**src/rtl/mpu_gate.sv**
```systemverilog
// mpu_gate: memory protection stage between the CPU native bus and SRAM.
// Each access is checked against base/limit/attr regions; denied ones fault locally.
module mpu_gate #(
  parameter int NREGIONS     = 4,
  parameter bit RESET_ENABLE = 1'b0
) (
  input  logic        clk,
  input  logic        reset,
  input  logic        cpu_valid,
  input  logic        cpu_instr,
  output logic        cpu_ready,
  input  logic [31:0] cpu_addr,
  input  logic [31:0] cpu_wdata,
  input  logic [3:0]  cpu_wstrb,
  output logic [31:0] cpu_rdata,
  output logic        mem_valid,
  output logic        mem_instr,
  input  logic        mem_ready,
  output logic [31:0] mem_addr,
  output logic [31:0] mem_wdata,
  output logic [3:0]  mem_wstrb,
  input  logic [31:0] mem_rdata,
  input  logic        cfg_enop,
  input  logic [7:0]  cfg_op,
  input  logic [31:0] cfg_wdata,
  output logic [31:0] cfg_rdata,
  output logic        fault,
  output logic        fault_irq
);

  typedef enum logic [2:0] {
    S_IDLE,
    S_CHECK,
    S_FWD,
    S_DONE,
    S_FAULT
  } state_t;

  state_t      state_q;
  state_t      state_d;

  logic [31:0] addr_q;
  logic [31:0] wdata_q;
  logic [3:0]  wstrb_q;
  logic        instr_q;
  logic [31:0] rdata_q;

  logic [31:0] base_q  [NREGIONS];
  logic [31:0] limit_q [NREGIONS];
  logic [31:0] attr_q  [NREGIONS];
  logic        enable_q;

  logic        fault_q;
  logic [31:0] fault_addr_q;
  logic [4:0]  fault_info_q;
  logic [31:0] cfg_rdata_q;

  logic [3:0]  cfg_opc;
  logic [3:0]  cfg_idx;
  logic        fault_clr;

  assign cfg_opc   = cfg_op[7:4];
  assign cfg_idx   = cfg_op[3:0];
  assign fault_clr = cfg_enop && (cfg_opc == 4'hA);

  logic is_w;
  logic is_x;
  logic is_r;
  logic grant;
  logic permit;

  assign is_w = |wstrb_q;
  assign is_x = !is_w && instr_q;
  assign is_r = !is_w && !instr_q;

  // Overlapping regions OR their grants together.
  always_comb begin
    grant = 1'b0;
    for (int i = 0; i < NREGIONS; i++) begin
      if (attr_q[i][31] &&
          (base_q[i] <= addr_q) &&
          (addr_q < limit_q[i])) begin
        if ((is_r && attr_q[i][0]) ||
            (is_w && attr_q[i][1]) ||
            (is_x && attr_q[i][2]))
          grant = 1'b1;
      end
    end
  end

  assign permit = !enable_q || grant;

  always_comb begin
    state_d   = state_q;
    cpu_ready = 1'b0;
    cpu_rdata = '0;
    fault_irq = 1'b0;
    mem_valid = 1'b0;
    mem_instr = 1'b0;
    mem_addr  = '0;
    mem_wdata = '0;
    mem_wstrb = '0;
    unique case (state_q)
      S_IDLE: begin
        if (cpu_valid)
          state_d = S_CHECK;
      end
      S_CHECK: begin
        state_d = permit ? S_FWD : S_FAULT;
      end
      S_FWD: begin
        mem_valid = 1'b1;
        mem_instr = instr_q;
        mem_addr  = addr_q;
        mem_wdata = wdata_q;
        mem_wstrb = wstrb_q;
        if (mem_ready)
          state_d = S_DONE;
      end
      S_DONE: begin
        cpu_ready = 1'b1;
        cpu_rdata = rdata_q;
        state_d   = S_IDLE;
      end
      S_FAULT: begin
        cpu_ready = 1'b1;
        fault_irq = 1'b1;
        state_d   = S_IDLE;
      end
      default: state_d = S_IDLE;
    endcase
  end

  always_ff @(posedge clk) begin
    if (reset) begin
      state_q <= S_IDLE;
      addr_q  <= '0;
      wdata_q <= '0;
      wstrb_q <= '0;
      instr_q <= 1'b0;
      rdata_q <= '0;
    end else begin
      state_q <= state_d;
      if (state_q == S_IDLE && cpu_valid) begin
        addr_q  <= cpu_addr;
        wdata_q <= cpu_wdata;
        wstrb_q <= cpu_wstrb;
        instr_q <= cpu_instr;
      end
      if (state_q == S_FWD && mem_ready)
        rdata_q <= mem_rdata;
    end
  end

  // Clear takes priority over a fault completing in the same cycle.
  always_ff @(posedge clk) begin
    if (reset) begin
      fault_q      <= 1'b0;
      fault_addr_q <= '0;
      fault_info_q <= '0;
    end else if (fault_clr) begin
      fault_q      <= 1'b0;
      fault_addr_q <= '0;
      fault_info_q <= '0;
    end else if (state_q == S_FAULT && !fault_q) begin
      fault_q      <= 1'b1;
      fault_addr_q <= addr_q;
      fault_info_q <= {instr_q, wstrb_q};
    end
  end

  assign fault = fault_q;

  always_ff @(posedge clk) begin
    if (reset) begin
      enable_q <= RESET_ENABLE;
      for (int i = 0; i < NREGIONS; i++) begin
        base_q[i]  <= '0;
        limit_q[i] <= '0;
        attr_q[i]  <= '0;
      end
    end else if (cfg_enop) begin
      if (cfg_opc == 4'h9)
        enable_q <= cfg_wdata[0];
      for (int i = 0; i < NREGIONS; i++) begin
        if (cfg_idx == 4'(i)) begin
          if (cfg_opc == 4'h1) base_q[i]  <= cfg_wdata;
          if (cfg_opc == 4'h2) limit_q[i] <= cfg_wdata;
          if (cfg_opc == 4'h3) attr_q[i]  <= cfg_wdata;
        end
      end
    end
  end

  logic [31:0] sel_base;
  logic [31:0] sel_limit;
  logic [31:0] sel_attr;

  // Out-of-range indices match nothing and read back as zero.
  always_comb begin
    sel_base  = '0;
    sel_limit = '0;
    sel_attr  = '0;
    for (int i = 0; i < NREGIONS; i++) begin
      if (cfg_idx == 4'(i)) begin
        sel_base  = base_q[i];
        sel_limit = limit_q[i];
        sel_attr  = attr_q[i];
      end
    end
  end

  always_ff @(posedge clk) begin
    if (reset) begin
      cfg_rdata_q <= '0;
    end else if (cfg_enop) begin
      case (cfg_opc)
        4'h1, 4'h2, 4'h3,
        4'h9, 4'hA: cfg_rdata_q <= cfg_rdata_q;
        4'h4: cfg_rdata_q <= sel_base;
        4'h5: cfg_rdata_q <= sel_limit;
        4'h6: cfg_rdata_q <= sel_attr;
        4'h7: cfg_rdata_q <= fault_addr_q;
        4'h8: cfg_rdata_q <= {26'd0, fault_info_q, fault_q};
        default: cfg_rdata_q <= '0;
      endcase
    end
  end

  assign cfg_rdata = cfg_rdata_q;

endmodule

```
**config.mk**
```make
export PLATFORM = sky130hd
export DESIGN_NAME = mpu_gate
export DESIGN_NICKNAME = d
export VERILOG_FILES = /design/src/rtl/mpu_gate.sv
export SDC_FILE = /design/constraint.sdc
export NUM_CORES = 1
export LEC_CHECK = 0
export BUFFER_PORTS_ARGS = -buffer_cell sky130_fd_sc_hd__buf_4
export CAP_MARGIN = 20
export CELL_PAD_IN_SITES_DETAIL_PLACEMENT = 1
export CELL_PAD_IN_SITES_GLOBAL_PLACEMENT = 2
export CORE_MARGIN = 2
export CORE_UTILIZATION = 39
export CTS_CLUSTER_DIAMETER = 100
export DETAILED_ROUTE_END_ITERATION = 7
export HOLD_SLACK_MARGIN = 0.1
export PLACE_DENSITY_LB_ADDON = 0.05
export SYNTH_ARGS = -nofsm -noshare
export SYNTH_HDL_FRONTEND = slang
export SYNTH_SLANG_ARGS = --single-unit
```
**constraint.sdc**
```tcl
create_clock -name clk -period 3.5 [get_ports clk]
set_input_delay 0.7 -clock clk [delete_from_list [all_inputs] [get_ports clk]]
set_output_delay 0.7 -clock clk [all_outputs]
set_load 0.02 [all_outputs]
```
==> key figures <==
Floorplan
  • Chip height: 284.8 microns
  • DIE WIDTH: 284.8 microns
  • IO Pins: 283
  • Die area: 81090 sq um
  • Starting Density: 0.3956
  • Num rows: 102
  • Placeable Area: 77720 sq um

Worst setup path
  • Data required time of the critical path: 2.80 ns
  • WP data arrival: 2.62 ns
  • R2R Setup Slk: 0.36 ns
  • Startpoint Class: flop
  • R2R Path Start: addr_q[30]$_SDFFE_PP0P_
  • RR Endpoint: state_q[1]$_SDFFE_PP0P_
  • Critical setup path kind: flop to primary output
  • Register-to-Register Path Depth: 10
  • Critical Path End Type: primary output
  • Crit-path max FO: 63

GRT
  • Largest net degree at the start of global routing: 83
  • Global-route wire length before repair: 172.9 mm
  • Vias in the first global route: 26050
  • GRT Total Usage: 0.2855
  • Initial antenna violation count: 9
  • Grt ovf: 0

Yosys
  • Syn Area/Cell: 10.03 sq um
  • Mapped Area: 30740 sq um
  • Gate Count Post-Synth: 3065
  • Cell variety after synth: 66
  • Syn nets: 3463
  • Yosys warning count: 0
  • Seq/Total Area, Yosys: 0.4890
  • FF+latch count, synth: 559
  • Fraction of registers with async set/reset: 0
  • Post-synth EDFFs: 384
  • Ys flop type: edfxtp_1

Clocking
  • Worst-path clk slew: 0.06 ns
  • Later-pin clock latency in the skew report: 0.63 ns
  • CTS tree: done
  • Post-CTS Setup Inserts: 0
  • CTS Buf Count: 69
  • Clk sink count: 559
  • Cts hold-fix bufs: 0
  • H-tree depth: 3
  • CTS-repair resized insts: 0
  • Root buf cell: clkbuf_16
  • Longest Clk Path Bufs: 3

Timing
  • Hold_ws: 0.3332 ns
  • Highest clock rate: 301.6 MHz
  • Slew @ Worst Pin: 1.067 ns
  • RSZ-0062 raised after global routing: no
  • Count of pins over their slew limit: 0
  • Worst slew margin: 0.2871
  • Final worst-path cycle share: 0.9473
  • Worst Clk Skew: 0.02010 ns
  • Final TNS setup: 0 ns
  • Final hold violations: 0
  • Fin crit period: 3.315 ns
  • Setup Viol. Count Final: 0

Placed design
  • HPWL Detailed: 84.22 mm
  • Gpl congestion: 0.8964
  • IO buf count: 282
  • Inst Count DP: 4296

Hold path
  • Min-delay src: mem_rdata[16]
  • Hold path depth: 3
  • Worst hold path type: primary input to flop
  • Min-Delay Endpoint: rdata_q[16]$_SDFFE_PP0P_

Final layout
  • Post-layout nets: 3725
  • Layout fillers: 8490
  • Fraction of layout instances using a drive strength above 1: 0.1777
  • Layout Cells excl Fill: 4425
  • Layout area overhead: 20.14%

Routing
  • Iteration-0 DRC Markers: 1881
  • Post-route DRC: 0
  • Routed WL per cell: 26.47 microns
  • DR vias: 24850
  • Final antenna-violating net count: 0
  • DR pass1 iterations: 5
  • Routed WL: 117.1 mm
  • Routed vias/inst: 5.615

Power
  • PwrDens: 469.9 nW/um^2
  • Worst VDD drop: 0.0003650 V
  • Leak Pwr: 0.01500 uW

Run status
  • Outcome: completed

Job
  • MaxCap Viol Count: 0
[metal layers]
layer,vias to the layer above,global-route usage,share of wire
li1,11340,-,-
met1,12610,0.3947,0.45
met4,4,0.07987,0.025
met3,167,0.04664,0.064
met2,728,0.4623,0.46
met5,-,0,0.00023
[flip-flops by register name, summed over array words and instances (netlist names), 3 cells and up]
register      count
rdata_q          32
limit_q         128
wstrb_q           4
fault_addr_q     32
base_q          128
wdata_q          32
cfg_rdata        32
state_q           3
addr_q           32
fault_info_q      5
attr_q          128
[worst max-delay path, stage by stage, from the launching register on]
cell     delay, ns
dfxtp_1       0.49
nor3b_4       0.71
buf_12        0.32
and2_1        0.23
buf_4         0.18
[per-stage QoR]
| stage | setup WS [ns] | utilization | power, uW | area [sq um] |
|---|---|---|---|---|
| floorplan | 0.6084 | - | 8926 | 30740 |
| global placement | 0.3574 | 0.4448 | 9929 | 34570 |
| detailed placement | 0.3845 | 0.4448 | 10010 | 34570 |
| CTS | 0.2046 | 0.4752 | 17490 | 36930 |
| global route | 0.1484 | 0.4752 | 18010 | 36930 |
| finish | 0.1845 | 0.4752 | 17360 | 36940 |
[cell type report]
| type | instances | area (sq um) | share of cell area |
|---|---|---|---|
| Clock inverter | 28 | 327.8 | 0.008875 |
| Multi-Input combinational cell | 2134 | 14320 | 0.3878 |
| Sequential cell | 559 | 15030 | 0.4070 |
| Timing Repair Buffer | 393 | 3271 | 0.08855 |
| Clock buffer | 99 | 2036 | 0.05512 |
| Tap cell | 1040 | 1301 | 0.03523 |
| Antenna cell | 2 | 5.005 | 0.0001355 |
| Inverter | 170 | 638.1 | 0.01728 |
[cells by family (layout without fill, tap and decap cells)]
family                     count (synthesis)  in the layout  synth area share
AOI/OAI and AO/OA                        624            624            0.1231
adders and majority gates                252            252            0.1026
DFF                                      559            559            0.4890
xor gates and xnor gates                   1              1         0.0002849
muxes                                    131            131           0.04672
buffers and inverters                    372            690           0.04725
other                                      0              2                 0
and+or+nand+nor                         1126           1126            0.1911
[how the worst max path moves through the flow]
stage	slack [ns]	startpoint	to	depth (start not counted)
floorplan	0.61	cfg_op[0]	attr_q[1][0]$_SDFFCE_PN0P_	6
CTS	0.20	state_q[0]$_SDFFE_PP0P_	mem_addr[10]	4
detailed placement	0.38	addr_q[30]$_SDFFE_PP0P_	state_q[2]$_SDFFE_PP0P_	10
finish	0.18	state_q[2]$_SDFFE_PP0P_	mem_addr[10]	4
global placement	0.36	addr_q[31]$_SDFFE_PP0P_	state_q[2]$_SDFFE_PP0P_	8
global route	0.15	state_q[0]$_SDFFE_PP0P_	mem_addr[10]	4
[power breakdown]
group	switching [uW]	internal [uW]	leakage [uW]
Combinational	1450	845	0.00878
Clock	3020	4450	0.00115
Sequential	219	7360	0.00507
Total	4690	12700	0.0150
[cell usage after synthesis (all sizes together), types with 5 or more instances]
library cell  count  area [sq um]
and2            490          3065
edfxtp          384         11530
nand2           347          1303
a21oi           337          1687
ha              252          3153
dfxtp           175          3503
inv             170         638.1
clkbuf          167         636.9
nor2            137         514.2
mux2             80         900.9
a211oi           49         367.9
mux2i            49         490.5
nand4            41         262.8
a21o             40         301.5
o22ai            40         250.2
o21ai            38         190.2
buf              34         166.4
nand3            29         145.1
o221ai           24         210.2
nor2b            22         137.6
a221oi           21         183.9
a31oi            20         125.1
a22oi            16         120.1
nor3             12         65.06
nand2b           11         68.82
and4             10         88.84
nor4             10         83.83
a2111oi           5         43.79
a222oi            5         50.05
o2111ai           5         43.79
o211ai            5         37.54
[layout by cell type (no fill, tap or decap), drive strengths merged, types with 10 or more instances in the layout]
cell type and n:
nor3 12, nand3 29, mux2 80, dfxtp 175, a211oi 49, a22oi 16
a31oi 20, nor4 10, a21oi 337, mux2i 49, and4 10, a21o 40
o21ai 38, o22ai 40, edfxtp 384, nor2 137, nor2b 22, nand2 347
clkinv 19, buf 393, nand4 41, ha 252, and2 490, o221ai 24
inv 173, nand2b 11, clkbuf 99, a221oi 21
Note: power is estimated with default switching activity, not from simulation.
